`src/rtl/half_subtractor.sv`:
```
// Single-bit half subtractor (X - Y -> D, B) with registered
// copies of the outputs and a saturating borrow-event counter.
module half_subtractor #(
  parameter int CNT_W = 8
) (
  input  logic             clk,
  input  logic             rst_n,
  input  logic             X,
  input  logic             Y,
  input  logic             clr,
  output logic             D,
  output logic             B,
  output logic             D_q,
  output logic             B_q,
  output logic [CNT_W-1:0] borrow_cnt
);

  localparam logic [CNT_W-1:0] CNT_MAX = {CNT_W{1'b1}};
  localparam logic [CNT_W-1:0] CNT_ONE = CNT_W'(1);

  logic             w_d;
  logic             w_b;
  logic             w_cnt_sat;
  logic             r_d;
  logic             r_b;
  logic [CNT_W-1:0] r_cnt;

  // Combinational core; X/Z on the inputs propagates unmasked.
  assign w_d = X ^ Y;
  assign w_b = ~X & Y;

  assign w_cnt_sat = (r_cnt == CNT_MAX);

  // Registered copies of the difference and borrow.
  always_ff @(posedge clk or negedge rst_n) begin
    if (!rst_n) begin
      r_d <= 1'b0;
      r_b <= 1'b0;
    end else begin
      r_d <= w_d;
      r_b <= w_b;
    end
  end

  // Borrow-event counter: clear wins, then saturating increment.
  always_ff @(posedge clk or negedge rst_n) begin
    if (!rst_n) begin
      r_cnt <= '0;
    end else if (clr) begin
      r_cnt <= '0;
    end else if (w_b && !w_cnt_sat) begin
      r_cnt <= r_cnt + CNT_ONE;
    end
  end

  assign D          = w_d;
  assign B          = w_b;
  assign D_q        = r_d;
  assign B_q        = r_b;
  assign borrow_cnt = r_cnt;

endmodule

```
`config.mk`:
```
export PLATFORM = sky130hd
export DESIGN_NAME = half_subtractor
export DESIGN_NICKNAME = d
export VERILOG_FILES = /design/src/rtl/half_subtractor.sv
export SDC_FILE = /design/constraint.sdc
export NUM_CORES = 1
export LEC_CHECK = 0
export BUFFER_PORTS_ARGS = -buffer_cell sky130_fd_sc_hd__buf_2
export CORE_AREA = 2 2 39 41
export DETAILED_ROUTE_END_ITERATION = 6
export DIE_AREA = 0 0 41 43
export GPL_TIMING_DRIVEN = 0
export PLACE_DENSITY = 0.74
export SYNTH_ARGS = -nofsm -noshare
export SYNTH_HDL_FRONTEND = slang
export SYNTH_SLANG_ARGS = --single-unit
```
`constraint.sdc`:
```
create_clock -name clk -period 2 [get_ports clk]
set_clock_uncertainty 0.1 [all_clocks]
set_input_delay 0.3 -clock clk [delete_from_list [all_inputs] [get_ports clk]]
set_output_delay 0.3 -clock clk [all_outputs]
set_load 0.05 [all_outputs]
```
==> run_results.csv, run 1 <==
group,metric,value,unit
status,outcome,"completed",
grt,grt_pass1_wl,1880,um
placement,io_buffers,16,
logic_synthesis,yosysSeqAreaShare,0.435,
layout,layout.nets,81,
sta,min_period,1.78,ns
clocking,root_buffer,"clkbuf_4",
routing,drc,0,
worst_setup_path,cpPeakStageDelay,0.43,ns
sta,report.final.slew_viol_count,0,
sta,hold_ws,0.200,ns
placement,gp_congestion,0.748,
worst_setup_path,crit_arrival,1.83,ns
pwr,switching_share,0.294,
worst_setup_path,start_kind,"flip-flop",
clocking,cts_buffers,3,
layout,drive_above_1_share,0.403,
logic_synthesis,syn_area,576,um^2
worst_setup_path,crit_start,"borrow_cnt[0]",
hold_path,hold_path.class,"in -> reg",
worst_setup_path,worst-setup-path-type,"reg -> reg",
clocking,clkTransAtPathRegs,0.06,ns
pwr,power_switching,0.123,mW
pwr,power_frac_clock,0.328,
logic_synthesis,synth_cell_types,26,
logic_synthesis,synth_top_area_frac,0.435,
routing,drt_iter0_markers,8,
floorplanning,placementRows,14,
worst_setup_path,cp_cell_sequence,"ha_1, and3_2, a211oi_2, mux2_4",
routing,num_vias,491,
clocking,insertion_delay,0.26,ns
pwr,power_density,593,nW/um^2
logic_synthesis,syn_nets,59,
worst_setup_path,crit_path_end_kind,"flip-flop",
floorplanning,die_area,1760,um^2
placement,place.detailed.hpwl,920,um
floorplanning,fp.dieH,43,um
logic_synthesis,synth_flop_cell,"dfrtp_1",
worst_setup_path,worstReg2RegEnd,"borrow_cnt[5]",
job,maxCapViolCount,0,
sta,slew-limit-headroom,0.722,
clocking,cts.path.max_buffers,2,
worst_setup_path,r2r_slack,0.22,ns
worst_setup_path,reg2reg_depth,4,
grt,grt_max_degree,11,
worst_setup_path,crit_fanout,6,
logic_synthesis,ys_seq_elements,10,
clocking,cts.sinks,10,
worst_setup_path,worst_ep_required_time,2.05,ns
routing,via_per_inst,5.58,
floorplanning,die_w,41,um
pwr,combPwrFrac,0.166,
logic_synthesis,avgSynthCellArea,11.1,um^2
floorplanning,core_area,1380,um^2
pwr,vdd_drop_max,382,uV
logic_synthesis,async_reset_ff_frac,1.00,
grt,groute.usage.overall,0.158,
clocking,post-cts-setup-buffers,0,
worst_setup_path,critPathSlowestCell,"dfrtp_1",
floorplanning,start_util,0.416,
routing,routed_wl,1210,um
pwr,internal_power,0.297,mW
logic_synthesis,synth-warning-count,0,
pwr,power_frac_seq,0.506,
grt,globalRouteOverflowTotal,0,
sta,min_period_over_period,0.890,
logic_synthesis,synth_edf_count,0,
routing,wl_per_cell,13.7,um
grt,grt_pass1_vias,422,
routing,drtPass1Iterations,4,
pwr,p_leak,0.348,nW
logic_synthesis,synth.largest_area_cell,"dfrtp_1",
sta,hold_viol_final,0,
clocking,cts_tree,"built",
sta,fmax,562,MHz
grt,antenna_found_initial,0,
clocking,cts.repair.resized,0,
worst_setup_path,r2r-start,"borrow_cnt[0]",
sta,finalSetupViolCount,0,
logic_synthesis,yosysMostFrequentCell,"dfrtp_1",
layout,synthToLayoutAreaGrowth,23.0,%
sta,worstMarginPinSlew,0.417,ns
logic_synthesis,synth.cells.most_frequent,"dfrtp_1, mux2_4, nor2_1, nor2b_1",
worst_setup_path,cp-endpoint,"borrow_cnt[5]",
layout,antenna_cells,0,
sta,rsz0062_at_grt,"false",
clocking,htree_levels,1,
logic_synthesis,synth_area_leaders,"dfrtp_1, mux2_4, ha_1",
routing,ant_nets,0,
logic_synthesis,synthCells,52,
floorplanning,pin_count,17,
sta,tns,0,ns
[per-layer routing]
metal | vias up | wire length [um] | global-route usage
met3 | 4 | 49 | 0.0314
met2 | 12 | 600 | 0.231
met4 | 0 | 25 | 0.0800
met1 | 239 | 529 | 0.210
met5 | - | 0 | 0
li1 | 236 | - | -
[power by group through the flow]
| stage | sequential [mW] | clock [mW] | combinational, mW |
|---|---|---|---|
| finish | 0.212 | 0.138 | 0.0698 |
| global route | 0.213 | 0.149 | 0.0754 |
| CTS | 0.212 | 0.138 | 0.0710 |
| detailed placement | 0.216 | 0 | 0.0694 |
| global placement | 0.215 | 0 | 0.0677 |
| floorplan | 0.235 | 0 | 0.0290 |
[state kept, by name (all words and copies together), names as in the netlist]
signal and flops:
borrow_cnt 8, D_q 1, B_q 1
[worst max-delay path: cells and delay by family, from the launching register on]
kind            cells  cell delay (ns)
mux                 1             0.32
fa+ha+maj           1             0.27
flops               1             0.43
compound gates      1             0.28
simple gates        1             0.26
[layout by cell type (no fill, tap or decap)]
master and count:
dfrtp_1 10, buf_2 16, nand4_1 2, mux2_4 4, nand3_1 1, ha_1 2
dlygate4sd3_1 1, clkbuf_1 1, a311oi_1 1, nand2b_1 2, buf_6 1, a41oi_1 1
nand2_1 2, and3_1 1, a211oi_2 1, a21boi_2 1, a21boi_0 1, nor2b_1 4
and4_1 2, clkbuf_4 3, nor4bb_1 1, and3_2 1, a21oi_2 2, a21oi_1 2
nor2_1 4, nor3_1 1, mux2i_1 1, a211oi_1 1, inv_1 2
[metrics by stage]
stage	worst slack (ns)	instances	power, mW	util	instance area [um^2]
after floorplan	0.0910	52	0.264	-	576
after global placement	0.280	84	0.283	0.488	676
after detailed placement	0.246	84	0.285	0.488	676
after CTS	0.234	88	0.422	0.512	708
after global routing	0.157	88	0.437	0.512	708
final	0.221	88	0.420	0.512	708
[repair_timing]
item,CTS,global route
hold buffers,1,0
endpoints found under the setup margin,0,0
endpoints found under the hold margin,10,0
[how the worst min path moves through the flow]
stage,from,to,slack [ns],cells past startpoint
6_report,Y,D_q,0.20,3
5_1_grt,Y,D_q,0.22,3
4_1_cts,Y,D_q,0.21,3
3_5_place_dp,rst_n,borrow_cnt[7],0.07,1
3_3_place_gp,rst_n,borrow_cnt[2],0.07,1
2_1_floorplan,rst_n,B_q,-0.1,0
[cells by family after synthesis]
kind of cell / Yosys count / synth area share
AOI/OAI and AO/OA: 10 / 0.146
adders and majority gates: 2 / 0.0435
muxes: 5 / 0.122
DFF: 10 / 0.435
buffers and inverters: 4 / 0.0391
and+or+nand+nor: 21 / 0.215
[final cells by class]
cell class | count | area [um^2]
fillers | 136 | 676
multi-input cells | 38 | 303
flip-flops and latches | 10 | 250
repair buffers | 17 | 90.1
clock buffers | 3 | 22.5
well taps | 16 | 20.0
plain buffers | 2 | 15.0
inverters | 2 | 7.51
Power figures use the tool's default switching activity.
==> run 2, diff against run 1 <==
- SETUP_SLACK_MARGIN: default -> 0.5
==> run 2 against run 1 <==
Against the previous run: combinational power increased by 12%; largest cell class unchanged; non-clock buffer count increased by 6; core utilization increased by 6.2 points; worst setup slack improved by 0.25 ns; global-route usage increased by 1.2 points; highest routed layer unchanged; sequential cell count unchanged; register-to-register slack improved by 0.25 ns; largest power group unchanged; critical endpoint unchanged; via count increased by 2.9%; routed wire length decreased by 0.25%.
==> run_results.csv, run 2 (synthesis gave the netlist of run 1 again) <==
group,metric,value,unit
status,outcome,"completed",
layout,largest_register_ffs,8,
sta,min_period,1.53,ns
sta,layout_setup_ws,0.467,ns
routing,ant_nets,0,
layout,antenna_cells,0,
worst_setup_path,reg2reg_depth,4,
grt,grt_pass1_wl,1950,um
clocking,insertion_delay,0.26,ns
sta,report.final.slew_viol_count,0,
clocking,cts.sinks,10,
grt,grt_max_degree,11,
sta,tns,0,ns
worst_setup_path,crit_fanout,5,
routing,drt_iter0_markers,7,
floorplanning,start_util,0.416,
clocking,htree_levels,1,
placement,dpl-instance-area,713,um^2
pwr,power_density,546,nW/um^2
sta,fmax,652,MHz
pwr,p_leak,0.367,nW
clocking,cts_tree,"built",
routing,drc,0,
worst_setup_path,r2r-start,"borrow_cnt[0]",
layout,n_fill_cell,131,
floorplanning,pin_count,17,
floorplanning,fp.dieH,43,um
grt,groute.usage.overall,0.169,
layout,multi_input_comb_area,332,um^2
placement,io_buffers,16,
hold_path,hold_path_depth,3,
hold_path,hold_path.class,"in -> reg",
sta,worstMarginPinSlew,0.401,ns
routing,drtPass1Iterations,3,
floorplanning,placementRows,14,
worst_setup_path,worst-setup-path-type,"reg -> reg",
layout,layout.nets,87,
layout,mostFrequentLayoutCells,"buf_2, dfrtp_2, buf_4",
worst_setup_path,worst_ep_required_time,2.05,ns
clocking,cts.path.max_buffers,2,
layout,synthToLayoutAreaGrowth,38.0,%
pwr,vdd_drop_max,357,uV
routing,wl_per_cell,12.7,um
sta,finalSetupViolCount,0,
sta,min_period_over_period,0.767,
placement,gp_congestion,0.798,
floorplanning,core_area,1380,um^2
layout,drive_above_1_share,0.557,
job,maxCapViolCount,0,
floorplanning,die_area,1760,um^2
layout,layout_commonest_cell,"buf_2",
routing,num_vias,505,
floorplanning,die_w,41,um
layout,regArea,259,um^2
worst_setup_path,crit_arrival,1.59,ns
worst_setup_path,start_kind,"flip-flop",
hold_path,min_from,"Y",
clocking,cts_buffers,3,
grt,grt_pass1_vias,463,
worst_setup_path,r2r_slack,0.47,ns
clocking,clkTransAtPathRegs,0.07,ns
grt,globalRouteOverflowTotal,0,
routing,routed_wl,1200,um
sta,rsz0062_at_grt,"true",
routing,via_per_inst,5.32,
sta,hold_viol_final,0,
sta,slew-limit-headroom,0.733,
worst_setup_path,crit_path_end_kind,"flip-flop",
worst_setup_path,worstReg2RegEnd,"borrow_cnt[5]",
layout,final_area,795,um^2
hold_path,holdPathEnd,"D_q",
clocking,root_buffer,"clkbuf_4",
placement,place_ws,0.393,ns
placement,place.detailed.hpwl,804,um
grt,antenna_found_initial,0,
[run 2: how the worst max path moves through the flow]
stage | start | endpoint | slack [ns] | depth (start not counted)
floorplan | borrow_cnt[4] | borrow_cnt[5] | 0.35 | 4
global placement | X | borrow_cnt[5] | 0.40 | 6
detailed placement | X | borrow_cnt[5] | 0.39 | 6
CTS | borrow_cnt[0] | borrow_cnt[5] | 0.47 | 4
global route | borrow_cnt[1] | borrow_cnt[5] | 0.45 | 4
finish | borrow_cnt[0] | borrow_cnt[5] | 0.47 | 4
[run 2: timing repair]
item,CTS,global route
cloned,0,0
hold endpoints to repair,10,0
buffers inserted,6,0
hold buffers,1,0
gates resized for setup,0,0
endpoints found under the setup margin,2,3
[run 2: routing by layer]
| metal | track usage | vias to the layer above | part of all wire |
|---|---|---|---|
| met5 | 0 | - | 0 |
| met1 | 0.185 | 245 | 0.44 |
| met2 | 0.272 | 12 | 0.51 |
| li1 | - | 244 | - |
| met4 | 0.120 | 0 | 0.017 |
| met3 | 0.0314 | 4 | 0.033 |
[run 2: area by class of cell]
cell class              count  share of cell area
plain buffers               2              0.0189
inverters                   2             0.00945
well taps                  16              0.0252
multi-input cells          38               0.417
clock buffers               4              0.0331
repair buffers             23               0.170
flip-flops and latches     10               0.326
[run 2: stage by stage]
stage	util	total power, mW	cells	hold WS [ns]
floorplan	-	0.269	52	-0.0956
global placement	0.515	0.288	84	0.0696
detailed placement	0.515	0.289	84	0.0736
CTS	0.574	0.441	95	0.218
global route	0.574	0.460	95	0.233
finish	0.574	0.434	95	0.221
[run 2: power breakdown]
part | switching [mW] | internal (mW) | total [mW]
clock network | 0.0681 | 0.0769 | 0.145
logic | 0.0535 | 0.0247 | 0.0781
registers | 0.00317 | 0.208 | 0.211
total | 0.125 | 0.310 | 0.434
[run 2: worst max-delay path: stages, from the launching register on]
cell	delay (ns)
dfrtp_2	0.43
ha_4	0.18
and3_4	0.18
a211oi_2	0.21
mux2_4	0.31
==> run 3, diff against run 2 <==
- clock period: 2 -> 1.5 ns (I/O delays scaled with it)
==> run 3 against run 2 <==
Against the previous run: the run now ends with setup timing left; register-to-register slack worse by 0.52 ns; core utilization up 26 points; routed wire length up 60%; global-route usage up 7.4 points; critical path type unchanged.
==> run_results.csv, run 3 (synthesis gave the netlist of run 1 again) <==
group,metric,value,unit
clocking,htree_levels,1,
routing,num_vias,560,
sta,layout_setup_ws,-0.0525,ns
sta,fmax,644,MHz
grt,globalRouteOverflowTotal,0,
layout,layout_commonest_cell,"buf_6",
routing,ant_nets,0,
layout,n_fill_cell,77,
worst_setup_path,crit_arrival,1.62,ns
routing,routed_wl,1930,um
sta,report.final.slew_viol_count,0,
pwr,p_leak,0.468,nW
clocking,root_buffer,"clkbuf_4",
routing,via_per_inst,5.33,
sta,finalSetupViolCount,2,
layout,drive_above_1_share,0.753,
status,outcome,"finished with violations",
routing,drtPass1Iterations,4,
worst_setup_path,worst-setup-path-type,"reg -> reg",
routing,drc,0,
job,maxCapViolCount,0,
pwr,vdd_drop_max,638,uV
floorplanning,fp.dieH,43,um
worst_setup_path,start_kind,"flip-flop",
clocking,cts_buffers,3,
hold_path,hold_path.class,"in -> reg",
sta,rsz0062_at_grt,"true",
floorplanning,pin_count,17,
layout,layout.nets,97,
sta,min_period,1.55,ns
clocking,cts.sinks,10,
layout,mostFrequentLayoutCells,"buf_6, buf_8, dfrtp_2",
floorplanning,start_util,0.416,
placement,place_ws,-0.0626,ns
sta,worstMarginPinSlew,0.517,ns
routing,wl_per_cell,18.3,um
layout,antenna_cells,0,
worst_setup_path,crit_fanout,5,
clocking,clkTransAtPathRegs,0.08,ns
sta,hold_viol_final,0,
pwr,power.total,0.691,mW
status,violations,"setup timing",
grt,grt_pass1_vias,551,
floorplanning,die_w,41,um
grt,groute.usage.overall,0.243,
layout,stdcell_count,105,
placement,gp_congestion,0.819,
placement,place.detailed.hpwl,837,um
floorplanning,die_area,1760,um^2
floorplanning,core_area,1380,um^2
sta,min_period_over_period,1.04,
worst_setup_path,worst_ep_required_time,1.57,ns
grt,grt_max_degree,11,
clocking,cts.path.max_buffers,2,
clocking,insertion_delay,0.28,ns
routing,drt_iter0_markers,10,
sta,slew-limit-headroom,0.655,
grt,grt_pass1_wl,2760,um
placement,io_buffers,16,
grt,antenna_found_initial,0,
placement,dp.cells,84,
pwr,power_density,601,nW/um^2
layout,largest_register_ffs,8,
layout,synthToLayoutAreaGrowth,99.6,%
worst_setup_path,crit_path_end_kind,"flip-flop",
floorplanning,placementRows,14,
clocking,cts_tree,"built",
==> run 3: where the power goes <==
part | internal [mW] | switching (mW) | total, mW
logic | 0.0683 | 0.0836 | 0.152
registers | 0.277 | 0.00656 | 0.284
clock network | 0.148 | 0.107 | 0.255
==> run 3: worst max-delay path, stage by stage, from the launching register on <==
cell and delay (ns):
dfrtp_2 0.43, and4_1 0.22, buf_6 0.14, a211oi_4 0.25
mux2_4 0.32
==> run 3: final timing paths <==
kind / end / from / slack [ns] / cells past startpoint
min: B_q / Y / 0.17 / 3
max in group asynchronous: borrow_cnt[4] / rst_n / 0.83 / 2
max: borrow_cnt[5] / borrow_cnt[3] / -0.05 / 4
min in group asynchronous: borrow_cnt[6] / rst_n / 0.23 / 2
max reg2reg: borrow_cnt[5] / borrow_cnt[3] / -0.05 / 4
min reg2reg: borrow_cnt[6] / borrow_cnt[6] / 0.63 / 3
==> run 3: final cells by class <==
class | count | area (um^2) | share of cell area
clock buffer | 4 | 36.3 | 0.0316
tap | 16 | 20.0 | 0.0174
inverter | 2 | 23.8 | 0.0207
multi-input combinational | 38 | 409 | 0.356
buffer | 2 | 15.0 | 0.0131
sequential | 10 | 260 | 0.227
timing repair buffer | 33 | 384 | 0.334
==> run 3: metrics by stage <==
stage	setup TNS, ns	hold slack (ns)	utilization	instance area, um^2
after floorplan	-0.383	-0.171	-	624
after global placement	-0.0816	-0.00120	0.524	724
after detailed placement	-0.0981	-0.00128	0.524	724
after CTS	-0.0283	0.171	0.754	1040
after global routing	-0.115	0.156	0.830	1150
final	-0.0591	0.173	0.830	1150
==> run 3: timing repair <==
item,CTS,global route
hold endpoints to repair,10,0
pin swaps,4,7
buffers inserted,12,4
resized for setup,50,16
hold buffers,1,0
setup endpoints to repair,20,20
==> run 3: metal layers <==
| layer | global-route usage | up-vias | share of wire |
|---|---|---|---|
| met1 | 0.289 | 274 | 0.40 |
| met4 | 0.153 | 0 | 0.0099 |
| met3 | 0.0681 | 2 | 0.032 |
| met5 | 0 | - | 0 |
| met2 | 0.366 | 16 | 0.56 |
| li1 | - | 268 | - |
